File: config.mk
export PLATFORM = sky130hd
export DESIGN_NAME = nrzi_unstuff_rx
export DESIGN_NICKNAME = d
export VERILOG_FILES = /design/src/rtl/usb_rx_pkg.sv /design/src/rtl/ones_run_counter.sv /design/src/rtl/nrzi_unstuff_rx.sv
export SDC_FILE = /design/constraint.sdc
export NUM_CORES = 1
export LEC_CHECK = 0
export BUFFER_PORTS_ARGS = -buffer_cell sky130_fd_sc_hd__buf_2
export CORE_AREA = 4 4 43 73
export CTS_CLUSTER_DIAMETER = 100
export CTS_CLUSTER_SIZE = 20
export DETAILED_ROUTE_END_ITERATION = 8
export DIE_AREA = 0 0 47 77
export PLACE_DENSITY_LB_ADDON = 0.05
export SYNTH_ARGS = -nofsm -noshare
export SYNTH_HDL_FRONTEND = slang
export SYNTH_HIERARCHICAL = 1
export SYNTH_SLANG_ARGS = --single-unit
export TNS_END_PERCENT = 5
File: constraint.sdc
create_clock -name clk -period 1.8 [get_ports clk]
set_input_delay 0.18 -clock clk [delete_from_list [all_inputs] [get_ports clk]]
set_output_delay 0.18 -clock clk [all_outputs]
set_load 0.05 [all_outputs]
File: src/rtl/usb_rx_pkg.sv
// Shared constants and types for the USB receive front end.
// The NRZI decode helper keeps the line-to-bit rule in one place.
package usb_rx_pkg;

  localparam int   USB_STUFF_LEN = 6;
  localparam logic USB_IDLE_J    = 1'b1;
  localparam int   USB_BYTE_W    = 8;

  typedef struct packed {
    logic stuff_err;
    logic align_err;
  } rx_status_t;

  // No line transition decodes as a one; a transition decodes as a zero.
  function automatic logic nrzi_decode(input logic line, input logic prev);
    return ~(line ^ prev);
  endfunction

endpackage

File: src/rtl/ones_run_counter.sv
// Counts consecutive decoded ones. at_limit marks the next sample as a stuff slot.
// The count never passes STUFF_LEN because the stuff slot always zeroes it.
module ones_run_counter
  import usb_rx_pkg::*;
#(
  parameter int STUFF_LEN = USB_STUFF_LEN
) (
  input  logic clk,
  input  logic n_rst,
  input  logic inc,
  input  logic zero,
  input  logic clr,
  output logic at_limit
);

  localparam int CNT_W = $clog2(STUFF_LEN + 1);

  logic [CNT_W-1:0] ones_cnt;

  always_ff @(posedge clk or negedge n_rst) begin
    if (!n_rst) begin
      ones_cnt <= '0;
    end else if (clr || zero) begin
      ones_cnt <= '0;
    end else if (inc) begin
      ones_cnt <= ones_cnt + CNT_W'(1);
    end
  end

  assign at_limit = (ones_cnt == CNT_W'(STUFF_LEN));

endmodule

File: src/rtl/nrzi_unstuff_rx.sv
// NRZI decoder with bit unstuffing and LSB-first word assembly.
// All outputs are registered and pulse for one cycle after the qualifying shift.
module nrzi_unstuff_rx
  import usb_rx_pkg::*;
#(
  parameter int   DATA_W    = USB_BYTE_W,
  parameter int   STUFF_LEN = USB_STUFF_LEN,
  parameter logic IDLE_LVL  = USB_IDLE_J
) (
  input  logic              clk,
  input  logic              n_rst,
  input  logic              d_plus,
  input  logic              shift_enable,
  input  logic              eop,
  input  logic              clear,
  output logic              d_orig,
  output logic              bit_valid,
  output logic [DATA_W-1:0] rx_word,
  output logic              word_valid,
  output logic              stuff_err,
  output logic              align_err
);

  localparam int BIT_W = $clog2(DATA_W);

  logic              prev;
  logic [BIT_W-1:0]  bit_cnt;
  logic [DATA_W-1:0] shreg;
  rx_status_t        status;

  logic              dec_bit;
  logic              sample;
  logic              end_pkt;
  logic              at_limit;
  logic              word_last;
  logic [DATA_W-1:0] shreg_nxt;

  assign dec_bit   = nrzi_decode(d_plus, prev);
  assign sample    = shift_enable & ~eop & ~clear;
  assign end_pkt   = shift_enable & eop & ~clear;
  assign word_last = (bit_cnt == BIT_W'(DATA_W - 1));
  assign shreg_nxt = {dec_bit, shreg[DATA_W-1:1]};

  // The stuff slot consumes no bit_cnt, so a word never ends on a stuffed bit.
  ones_run_counter #(
    .STUFF_LEN(STUFF_LEN)
  ) u_ones (
    .clk      (clk),
    .n_rst    (n_rst),
    .inc      (sample & ~at_limit & dec_bit),
    .zero     (sample & (at_limit | ~dec_bit)),
    .clr      (clear | end_pkt),
    .at_limit (at_limit)
  );

  always_ff @(posedge clk or negedge n_rst) begin
    if (!n_rst) begin
      prev       <= IDLE_LVL;
      bit_cnt    <= '0;
      shreg      <= '0;
      d_orig     <= 1'b1;
      bit_valid  <= 1'b0;
      rx_word    <= '0;
      word_valid <= 1'b0;
      status     <= '0;
    end else begin
      bit_valid  <= 1'b0;
      word_valid <= 1'b0;
      status     <= '0;
      if (clear || end_pkt) begin
        prev             <= IDLE_LVL;
        bit_cnt          <= '0;
        shreg            <= '0;
        status.align_err <= end_pkt && (bit_cnt != '0);
      end else if (sample) begin
        prev <= d_plus;
        if (at_limit) begin
          status.stuff_err <= dec_bit;
        end else begin
          d_orig    <= dec_bit;
          bit_valid <= 1'b1;
          shreg     <= shreg_nxt;
          if (word_last) begin
            rx_word    <= shreg_nxt;
            word_valid <= 1'b1;
            bit_cnt    <= '0;
          end else begin
            bit_cnt <= bit_cnt + BIT_W'(1);
          end
        end
      end
    end
  end

  assign stuff_err = status.stuff_err;
  assign align_err = status.align_err;

endmodule
After elaboration in Yosys (flattened, before gate mapping). Index checks and enable logic that the tools add are counted.

Input bits: 6. Output and inout port bits: 13. Register bits after elaboration: 28. Logic and storage cells: 61.

Bitwise logic cells: 15. Add/subtract/negate cells: 2. Equal/unequal tests: 3. Reductions and logical operators: 9. Mux-type cells: 22.

Operators by type and width (count): 2-to-1 mux 8 bit (3); 2-to-1 mux 3 bit (6); 2-to-1 mux 1 bit (13); AND 1 bit (7); adder 3 x 1 -> 3 bit, second input constant (2); == test 3 bit, second input constant (2); inverter 1 bit (5); AND reduction 4 bit (1); nonzero test 2 bit (2); AND reduction 3 bit (1); nonzero test 3 bit (1); logical OR 1 bit (2); != test 2 x 1 -> 1 bit, second input constant (1); bitwise OR 1 bit (2); AND reduction 2 bit (1); logical AND 1 bit (1); bitwise XOR 1 bit (1).

Logic depth before layout (Yosys ltp). Gate-level depths: netlist (run 1).

Word-level depth: 7. Mapped depth: 9. Mapped depth without buffers: 8.

By module. The synthesis (run 1) kept the hierarchy.

By module, submodules not included: nrzi_unstuff_rx (cells an instance 71, sequential area each 603.1 µm², times used 1, area an instance 1038.5 µm²); ones_run_counter (cells an instance 15, sequential area each 75.1 µm², times used 1, area an instance 175.2 µm²).

Worst setup path after synthesis (run 1). No wires, ideal clock.

Path type: register to register. Start point: register u_ones.ones_cnt[0]. End point: register u_ones.ones_cnt[1]. Stages on the path, launching flop included: 10. Data arrival time: 1.834 ns. Path slack: -0.121 ns. Path buffers: 1. Period minus slack after synthesis: 1.921 ns. Setup time: 0.087 ns. Required time: 1.713 ns. Cell sequence: dfrtp_1 > inv_1 > ha_1 > and2_1 > nor4b_4 > buf_6 > nand2_4 > inv_1 > or2b_1 > a211oi_2.

Cells in the longest elaborated chain, start to end: 5. Elaborated cells on any way between the ends: 11. Those cells by class: add/sub: 1; eq/ne: 1; mux: 2; bitwise: 5; reduce/logical: 2.

RTL lines: start: declaration (line ones_run_counter.sv:18) `logic [CNT_W-1:0] ones_cnt;`; start signal: assignment (line ones_run_counter.sv:26) `ones_cnt <= ones_cnt + CNT_W'(1);`; == test 3 bit * (line ones_run_counter.sv:30) `assign at_limit = (ones_cnt == CNT_W'(STUFF_LEN));`; via at_limit (line nrzi_unstuff_rx.sv:34) `logic at_limit;`; bitwise OR 1 bit / inverter 1 bit (equally long branches); AND 1 bit, on equally long branches (line nrzi_unstuff_rx.sv:51, nrzi_unstuff_rx.sv:50); logical OR 1 bit / AND 1 bit (equally long branches) (line ones_run_counter.sv:23, nrzi_unstuff_rx.sv:50); 2-to-1 mux 3 bit / nonzero test 2 bit (equally long branches).

The timed path passes the listed nets; every way through them passes the cells marked *. The select of a mux whose other input is x is not followed. A chain may end at the register's enable or synchronous reset.

Worst setup path after layout (run 1).
Start point: register u_ones.ones_cnt[1]. End point: register u_ones.ones_cnt[1].

Same word-level chain as after synthesis.

==> metrics, run 1 <==
sequential area share after synthesis 0.559; Post-Route WL 2.00 mm; placed inst area 1370 um^2; Inst Count DP 134; initial core utilization 0.481; Pre-Repair DR Iteration Count 2; Synth top area share 0.515; Setup crit end kind flop; clock sinks 27; Post-Synthesis Cells 86; vias 736; clk buf depth 2; Hold Path Origin shift_enable; Pwr Total 0.00106 W; gr usage total 0.127; synthesized flop and latch total 27; Worst path top cell family by delay simple AND/OR/NAND/NOR gates; largest net degree at the start of global routing 28; Worst path slowest cell dfrtp_1; layout overhead on the synthesized area 18.1%; ys flop type dfrtp_1; crit path setup slack, layout 91.4 ps; Leakage 0.766 nW; final cell count without fillers 140; worst hold path type in -> reg; worst rel slew slack 0.603; worst-path cell chain ha_2 > and2_4 > nor4b_4 > nand2_4 > inv_4 > or2b_1 > a211oi_2; worst endpoint required time 1980 ps; Max Freq 585 MHz; dominant cell by count in the synthesized netlist dfrtp_1; synth unique cells 31; Core Box Area 2520 um^2; drt initial violations 7; Via density 5.26; worst r2r src u_ones/ones_cnt[1]$_DFFE_PN0P_; worst slack at placement 57.0 ps; largest area contributor in the netlist dfrtp_1; Max FO, Critical Path 5; htree depth 1; Syn Area/Cell 14.1 um^2; maximum VDD drop 0.000423 V; max_cap viols 0; clk_lat worst skew 260 ps; crit path DAT 1890 ps; die area 3620 um^2; reg2reg path depth 7; Commonest cells post-synth 25 x dfrtp_1, 9 x a22o_1, 8 x mux2_4, 7 x inv_1, 5 x ha_1; Die Wd 47 um; startpoint type of the worst setup path flop; Top Ports 19; ranking of synthesized cells by area dfrtp_1 52%, mux2_4 9.9%, a22o_1 6.5%; CP bufs+invs 1; Slew @ Worst Pin 596 ps; Inserted Clock Buffers 3; clock root cell clkbuf_8; Power Density 736 nW/um^2; period utilisation layout 0.949; Mapped Area 1210 um^2; EDFF count, synth 0; TritonCTS clock tree built; syn nets 97; status finished, final reports clean; RSZ-0062 raised after global routing yes; port bufs 18; Avg WL per Cell 14.3 um; fill count 231; Final Hold Fails 0; Final min period 1710 ps; final clock skew 4.62 ps; nets@finish 126; Synth Warn # 6; post-DP HPWL 1.44 mm; CP Class reg -> reg; layout cell share with drive strength beyond 1 0.439; clock slew at reported path FFs 90 ps; GP Congestion 0.683; DR DRC count 0; initial antenna violation count 0; final slew viol count 0; post-route ant nets 0; post-route cell area 1430 um^2; CP peak stage delay 390 ps; vias in the first global route 793; final hold slack 182 ps; FFs w/ async S/R, synth 1.00; Hold Path End align_err$_DFF_PN0_; Inserted Diodes 0; Setup-failing EPs final 0; total congestion overflow 0; first-pass GRT wire length 3.48 mm; setup slack, reg-to-reg 90 ps; worst reg2reg path endpoint u_ones/ones_cnt[1]$_DFFE_PN0P_; WHS Path Cells 3; # rows 24; Die Y 77 um
state kept, by name, summed over array words and instances, names as in the netlist, 3 cells and up:
signal           count
bit_cnt              3
u_ones/ones_cnt      3
rx_word              8
shreg                7
per-stage QoR:
step                       util  TNS (ps)
after floorplan               -     -91.6
after global placement    0.542         0
after detailed placement  0.542         0
after CTS                 0.564         0
after global routing      0.568     -29.1
final                     0.568         0
area by class of cell:
type | instances | area (um^2) | share of cell area
Clock buffer | 3 | 41.3 | 0.0288
Clock inverter | 1 | 5.00 | 0.00349
Inverter | 7 | 28.8 | 0.0201
Multi-Input combinational cell | 51 | 503 | 0.351
Sequential cell | 27 | 678 | 0.473
Tap cell | 26 | 32.5 | 0.0227
Timing Repair Buffer | 25 | 145 | 0.101
how the worst max path moves through the flow:
stage / from / to / slack [ps] / depth (start not counted)
2_1_floorplan: u_ones/ones_cnt[0]$_DFFE_PN0P_ / u_ones/ones_cnt[1]$_DFFE_PN0P_ / -90 / 9
3_3_place_gp: u_ones/ones_cnt[0]$_DFFE_PN0P_ / u_ones/ones_cnt[1]$_DFFE_PN0P_ / 90 / 8
3_5_place_dp: u_ones/ones_cnt[0]$_DFFE_PN0P_ / u_ones/ones_cnt[1]$_DFFE_PN0P_ / 60 / 8
4_1_cts: u_ones/ones_cnt[0]$_DFFE_PN0P_ / u_ones/ones_cnt[1]$_DFFE_PN0P_ / 30 / 8
5_1_grt: u_ones/ones_cnt[1]$_DFFE_PN0P_ / u_ones/ones_cnt[1]$_DFFE_PN0P_ / -30 / 7
6_report: u_ones/ones_cnt[1]$_DFFE_PN0P_ / u_ones/ones_cnt[1]$_DFFE_PN0P_ / 90 / 7
timing repair:
action | in CTS | in global routing
buffers inserted | 0 | 1
setup endpoints to repair | 0 | 2
endpoints found under the hold margin | 25 | 0
hold buffers | 1 | 0
gates resized for setup | 0 | 1
report_power, final:
group          total [W]  switching, W  leakage, nW  internal (W)
logic           0.000100     0.0000676        0.371     0.0000325
clock network   0.000330      0.000176       0.0255      0.000154
registers       0.000625    0.00000535        0.369      0.000619
cell families after synthesis:
| logic type | share of synthesized area |
|---|---|
| adder cells (fa/ha/maj) | 0.0515 |
| buffers and inverters | 0.0309 |
| flip-flops | 0.559 |
| AO/OA/AOI/OAI | 0.118 |
| AND/OR/NAND/NOR | 0.128 |
| multiplexers | 0.0990 |
| XOR/XNOR | 0.0144 |
tightest hold or removal path, cell delays in order:
cell and delay, ps:
buf_2 130, nand2_1 60, nor3_1 40
cells in the final DEF, fill, tap and decap left out, drive strengths merged, types with 2 or more instances in the layout:
master   n
nor2     4
nand2b   2
a211oi   2
clkbuf   3
dfstp    2
dfrtp   25
a21oi    2
ha       5
mux2     8
xnor2    2
a22o     9
nand2    2
buf     24
nor3     2
inv      7
per-layer routing:
| metal | wire, um | share of wire | vias up | GRT usage |
|---|---|---|---|---|
| met5 | 0 | 0 | - | 0 |
| met4 | 25 | 0.013 | 0 | 0.0416 |
| met3 | 89 | 0.045 | 2 | 0.0141 |
| met2 | 1030 | 0.51 | 15 | 0.213 |
| met1 | 855 | 0.43 | 363 | 0.162 |
| li1 | - | - | 356 | - |
Power figures use the tool's default switching activity.
==> run 2: changes to the inputs <==
--- a/config.mk
+++ b/config.mk
@@ -5,12 +5,14 @@
 export SDC_FILE = /design/constraint.sdc
 export NUM_CORES = 1
 export LEC_CHECK = 0
+export ABC_AREA = 1
 export BUFFER_PORTS_ARGS = -buffer_cell sky130_fd_sc_hd__buf_2
-export CORE_AREA = 4 4 43 73
+export CAP_MARGIN = 10
+export CORE_AREA = 4 4 44 75
 export CTS_CLUSTER_DIAMETER = 100
 export CTS_CLUSTER_SIZE = 20
 export DETAILED_ROUTE_END_ITERATION = 8
-export DIE_AREA = 0 0 47 77
+export DIE_AREA = 0 0 48 79
 export PLACE_DENSITY_LB_ADDON = 0.05
 export SYNTH_ARGS = -nofsm -noshare
 export SYNTH_HDL_FRONTEND = slang
==> metrics, run 2 <==
status finished, final reports clean; Post-Route WL 2.45 mm (+23%); Commonest cells post-synth 43 x nand2_1, 30 x nand3_1, 25 x dfrtp_1, 16 x inv_1, 9 x nor2_1; vias 988 (+34%); maximum VDD drop 0.000421 V (-0.56%); CP Class reg -> reg; met3 Use GR 0.0181 (+0.00409); die area 3790 um^2 (+4.8%); Die Y 79 um (+2.6%); initial antenna violation count 0 (unchanged); FFs w/ async S/R, synth 1.00 (unchanged); Avg WL per Cell 12.8 um (-10%); Leakage 0.853 nW (+11%); final clock skew 4.25 ps (-0.371 ps); Largest regs rx_word (8), shreg (7); Clk pwr share 0.314 (about the same); Core Box Area 2690 um^2 (+6.6%); Synth top area share 0.497 (-0.0184); post-DP HPWL 1.82 mm (+27%); Via density 5.17 (-1.6%); initial core utilization 0.468 (-0.0132); Setup-failing EPs final 0 (unchanged); htree depth 1 (unchanged); RSZ-0062 raised after global routing no; Slew @ Worst Pin 584 ps (-12.0 ps); ranking of synthesized cells by area dfrtp_1 50%, nand2_1 13%, nand3_1 12%; Multi-input gate area 479 um^2 (-4.7%); Inserted Clock Buffers 3 (unchanged); layout overhead on the synthesized area 12.7%; post-route cell area 1420 um^2 (-1.0%); Power Density 749 nW/um^2 (+1.8%); vias in the first global route 971 (+22%); Final min period 1560 ps (-152 ps); GP Congestion 0.822 (+20%); clock sinks 27 (unchanged); worst rel slew slack 0.611 (+0.00800); met1 Use GR 0.165 (+0.00237); period utilisation layout 0.865 (-0.0845); post-CTS setup buffer count 0 (unchanged); drt initial violations 37 (+30); port bufs 18 (unchanged); Top Ports 19 (unchanged); largest reg by FF count rx_word; Pre-Repair DR Iteration Count 4 (+2); synth unique cells 17 (-45%); Post-Synthesis Cells 143 (+66%); Logic pwr share 0.096 (about the same); first-pass GRT wire length 4.14 mm (+19%); Mapped Area 1260 um^2 (+3.7%); FF/Latch Area 678 um^2 (unchanged); clock root cell clkbuf_8; clock slew at reported path FFs 90 ps (about the same); commonest non-fill, non-tap cells in the layout 43 x nand2_1, 29 x nand3_1, 25 x dfrtp_1; layout cell share with drive strength beyond 1 0.189 (-0.250); Syn Area/Cell 8.80 um^2 (-38%); # rows 25 (+4.2%); crit path DAT 1720 ps (-170 ps); clk buf depth 2 (unchanged); sequential area share after synthesis 0.539 (-0.0200); placed inst area 1360 um^2 (-0.64%); Pint 0.000805 W (-0.17%); clk_lat worst skew 260 ps (about the same); post-route ant nets 0 (unchanged); dominant cell by count in the synthesized netlist nand2_1; largest net degree at the start of global routing 28 (unchanged); Seq pwr share 0.590 (-0.002); sw frac 0.243 (+0.00707); syn nets 154 (+59%); worst hold path type in -> reg; total congestion overflow 0 (unchanged); Total Neg Setup Slack 0 ps (unchanged); final slew viol count 0 (unchanged); Global Route met2 Usage 0.257 (+0.0448); Final Hold Fails 0 (unchanged); Max Freq 642 MHz (+9.8%); TritonCTS clock tree built; Psw 0.000258 W (+3.8%); fill count 273 (+18%); max reg flops 8 (unchanged); ys flop type dfrtp_1; Die Wd 48 um (+2.1%); synthesized flop and latch total 27 (unchanged); Setup crit end kind flop; commonest non-fill, non-tap cell in the layout nand2_1; Inserted Diodes 0 (unchanged); Top Usage Layer GRT met2; Synth Warn # 6 (unchanged); max_cap viols 0 (unchanged); largest area contributor in the netlist dfrtp_1; DR DRC count 0 (unchanged); nets@finish 176 (+40%); startpoint type of the worst setup path flop; EDFF count, synth 0 (unchanged); gr usage total 0.147 (+0.0196); Max FO, Critical Path 9 (+4); worst endpoint required time 1960 ps (-20 ps)
-- run 2: repair_timing --
item                                   CTS  global route
endpoints found under the hold margin   25             0
hold buffers                             1             0
setup endpoints to repair                0             4
resized for setup                        0             1
-- run 2: per-stage QoR --
stage          worst slack [ps]   util  total power, W  instances  hold slack [ps]
3_5_place_dp                140  0.505        0.000741        186              219
6_report                    243  0.527         0.00106        191              147
5_1_grt                    51.3  0.527         0.00113        191              139
3_3_place_gp                201  0.505        0.000738        186              218
4_1_cts                     123  0.526         0.00108        191              143
2_1_floorplan               311      -        0.000705        143             -116
-- run 2: power groups by stage --
stage / Sequential, W / Combinational [W] / Clock, W
floorplan: 0.000658 / 0.0000476 / 0
global placement: 0.000640 / 0.0000982 / 0
detailed placement: 0.000640 / 0.000101 / 0
CTS: 0.000628 / 0.000103 / 0.000348
global route: 0.000629 / 0.000115 / 0.000382
finish: 0.000628 / 0.000102 / 0.000333
-- run 2: layout make-up --
type                            count  area share
Timing Repair Buffer               22      0.0864
Sequential cell                    27       0.478
Multi-Input combinational cell     95       0.338
Clock buffer                        4      0.0317
Inverter                           16      0.0423
Tap cell                           27      0.0238
-- run 2: cell families (layout without fill, tap and decap cells) --
kind of cell,after synthesis,after routing,share of synthesized area
AND/OR/NAND/NOR,87,87,0.315
flip-flops,27,27,0.539
buffers and inverters,21,42,0.0845
adder cells (fa/ha/maj),5,5,0.0497
AO/OA/AOI/OAI,3,3,0.0119
-- run 2: worst paths after layout --
| kind | from | end | slack [ps] | cells past startpoint |
|---|---|---|---|---|
| max reg2reg | bit_cnt[0]$_DFFE_PN0P_ | rx_word[1]$_DFFE_PN0P_ | 240 | 7 |
| min in group asynchronous | n_rst | u_ones/ones_cnt[0]$_DFFE_PN0P_ | 450 | 2 |
| max in group asynchronous | n_rst | shreg[3]$_DFFE_PN0P_ | 970 | 2 |
| min reg2reg | rx_word[2]$_DFFE_PN0P_ | rx_word[2]$_DFFE_PN0P_ | 470 | 2 |
| max | bit_cnt[0]$_DFFE_PN0P_ | rx_word[1]$_DFFE_PN0P_ | 240 | 7 |
| min | clear | align_err$_DFF_PN0_ | 150 | 2 |
-- run 2: worst max-delay path, stage by stage, from the launching register on --
cell     delay, ps
dfrtp_1        410
ha_1           160
ha_1           170
inv_1           60
nor2_2         300
nand2_2        200
nand2_1        100
nand2_1         50
-- run 2: metal layers --
layer	vias up	share of wire
li1	489	-
met1	476	0.40
met2	19	0.56
met3	4	0.030
met4	0	0.012
met5	-	0
==> run 3: changes to the inputs <==
--- a/config.mk
+++ b/config.mk
@@ -13,7 +13,7 @@
 export CTS_CLUSTER_SIZE = 20
 export DETAILED_ROUTE_END_ITERATION = 8
 export DIE_AREA = 0 0 48 79
-export PLACE_DENSITY_LB_ADDON = 0.05
+export PLACE_DENSITY = 0.7
 export SYNTH_ARGS = -nofsm -noshare
 export SYNTH_HDL_FRONTEND = slang
 export SYNTH_HIERARCHICAL = 1
==> metrics, run 3 (synthesis gave the netlist of run 2 again) <==
status finished, final reports clean; Slew @ Worst Pin 608 ps (+23.8 ps); post-route cell area 1430 um^2 (+0.53%); Post-Route WL 2.30 mm (-6.0%); Final min period 1600 ps (+42.5 ps); fill count 253 (-7.3%); worst-path cell chain inv_1 > ha_1 > nand2_1 > inv_1 > inv_1 > nand2_1 > nand2_1 > inv_1 > nor2_1 > nand2_1 > nor2_1; Avg WL per Cell 12.0 um (-6.5%); Total Neg Setup Slack 0 ps (unchanged); TritonCTS clock tree built; Inst Count DP 187 (+0.54%); initial core utilization 0.468 (unchanged); # rows 25 (unchanged); vias in the first global route 945 (-2.7%); Psw 0.000259 W (+0.15%); commonest non-fill, non-tap cells in the layout 43 x nand2_1, 29 x nand3_1, 25 x dfrtp_1; maximum VDD drop 0.000347 V (-17%); final clock skew 4.76 ps (+0.515 ps); Final Hold Fails 0 (unchanged); final slew viol count 0 (unchanged); Inserted Diodes 0 (unchanged); met3 WL post-DR 64 um (-14%); Core Box Area 2690 um^2 (unchanged); clock sinks 27 (unchanged); layout cell share with drive strength beyond 1 0.194 (+0.00492); final cell count without fillers 192 (+0.52%); Top Ports 19 (unchanged); Clk pwr share 0.317 (+0.003); worst endpoint required time 2000 ps (+40 ps); worst slack at placement 89.3 ps (-50.8 ps); port bufs 18 (unchanged); FF/Latch Area 678 um^2 (unchanged); clk buf depth 2 (unchanged); Worst path slowest cell dfrtp_1; DR DRC count 0 (unchanged); period utilisation layout 0.888 (+0.0236); Die Wd 48 um (unchanged); max reg flops 8 (unchanged); Setup crit end kind flop; CP peak stage delay 400 ps (about the same); Seq pwr share 0.590 (about the same); crit path DAT 1800 ps (+80 ps); largest reg by FF count rx_word; commonest non-fill, non-tap cell in the layout nand2_1; worst rel slew slack 0.595 (-0.0159); initial antenna violation count 0 (unchanged); top layer in use met4; placed inst area 1370 um^2 (+0.55%); largest net degree at the start of global routing 28 (unchanged); crit path setup slack, layout 201 ps (-42.5 ps); Largest regs rx_word (8), shreg (7); post-DP HPWL 1.71 mm (-6.3%); CP Class reg -> reg; Via density 5.11 (-1.2%); Power Density 746 nW/um^2 (-0.47%); layout overhead on the synthesized area 13.3%; vias 981 (-0.71%); startpoint type of the worst setup path flop; total congestion overflow 0 (unchanged); post-route ant nets 0 (unchanged); Finished Core Util 0.530 (+0.00279); Max Freq 625 MHz (-2.7%); clk_lat worst skew 270 ps (about the same); Setup-failing EPs final 0 (unchanged); gr usage total 0.141 (-0.00599); htree depth 1 (unchanged); Multi-input gate area 479 um^2 (unchanged); Pre-Repair DR Iteration Count 5 (+1); Inserted Clock Buffers 3 (unchanged); Logic pwr share 0.093 (-0.003); Max FO, Critical Path 7 (-2); die area 3790 um^2 (unchanged); worst hold path type in -> reg; clock root cell clkbuf_8; Die Y 79 um (unchanged); routed wl met2 1.21 mm (-12%); Leakage 0.858 nW (+0.64%); drt initial violations 25 (-32%); nets@finish 177 (+0.57%); sw frac 0.243 (about the same); max_cap viols 0 (unchanged); RSZ-0062 raised after global routing no; first-pass GRT wire length 4.03 mm (-2.7%); GP Congestion 0.844 (+2.7%); Met1 Wirelength 1.00 mm (+2.1%); Pint 0.000805 W (about the same); clock slew at reported path FFs 90 ps (about the same); post-CTS setup buffer count 0 (unchanged)
==> run 3: final timing paths <==
path,start,endpoint,slack (ps),cells after the start
worst min-delay path,clear,align_err$_DFF_PN0_,140,2
min in group asynchronous,n_rst,align_err$_DFF_PN0_,450,2
worst min register to register,rx_word[6]$_DFFE_PN0P_,rx_word[6]$_DFFE_PN0P_,470,2
max in group asynchronous,n_rst,u_ones/ones_cnt[2]$_DFFE_PN0P_,950,2
worst max register to register,u_ones/ones_cnt[0]$_DFFE_PN0P_,u_ones/ones_cnt[2]$_DFFE_PN0P_,200,11
worst max-delay path,u_ones/ones_cnt[0]$_DFFE_PN0P_,u_ones/ones_cnt[2]$_DFFE_PN0P_,200,11
==> run 3: area by class of cell <==
cell class | instances | share of cell area
tap | 27 | 0.0237
sequential | 27 | 0.475
clock buffer | 4 | 0.0316
multi-input combinational | 95 | 0.336
timing repair buffer | 23 | 0.0912
inverter | 16 | 0.0421
==> run 3: routing by layer <==
metal  track usage  vias up
li1              -      491
met1         0.174      469
met2         0.233       16
met3        0.0136        5
met4        0.0620        0
met5             0        -
==> run 3: through the flow <==
step / hold slack, ps / power [W]
after global routing: 131 / 0.00112
after CTS: 136 / 0.00107
after global placement: 203 / 0.000735
after floorplan: -116 / 0.000705
final: 135 / 0.00106
after detailed placement: 227 / 0.000737
==> run 3: critical path, delay by kind of cell (launching register included) <==
kind | cells | cell delay, ps
and+or+nand+nor | 6 | 570
adders and majority gates | 1 | 190
buffers and inverters | 4 | 380
DFF | 1 | 400
==> run 3: power groups by stage <==
stage / clock, W / sequential, W / combinational [W]
2_1_floorplan: 0 / 0.000658 / 0.0000476
3_3_place_gp: 0 / 0.000639 / 0.0000955
3_5_place_dp: 0 / 0.000639 / 0.0000977
4_1_cts: 0.000346 / 0.000628 / 0.000100
5_1_grt: 0.000381 / 0.000630 / 0.000112
6_report: 0.000337 / 0.000628 / 0.0000989
==> run 3: what timing repair did <==
item                                    4_1_cts  5_1_grt
hold buffers                                  1        0
resized for setup                             0        1
endpoints found under the setup margin        0       10
endpoints found under the hold margin        25        0
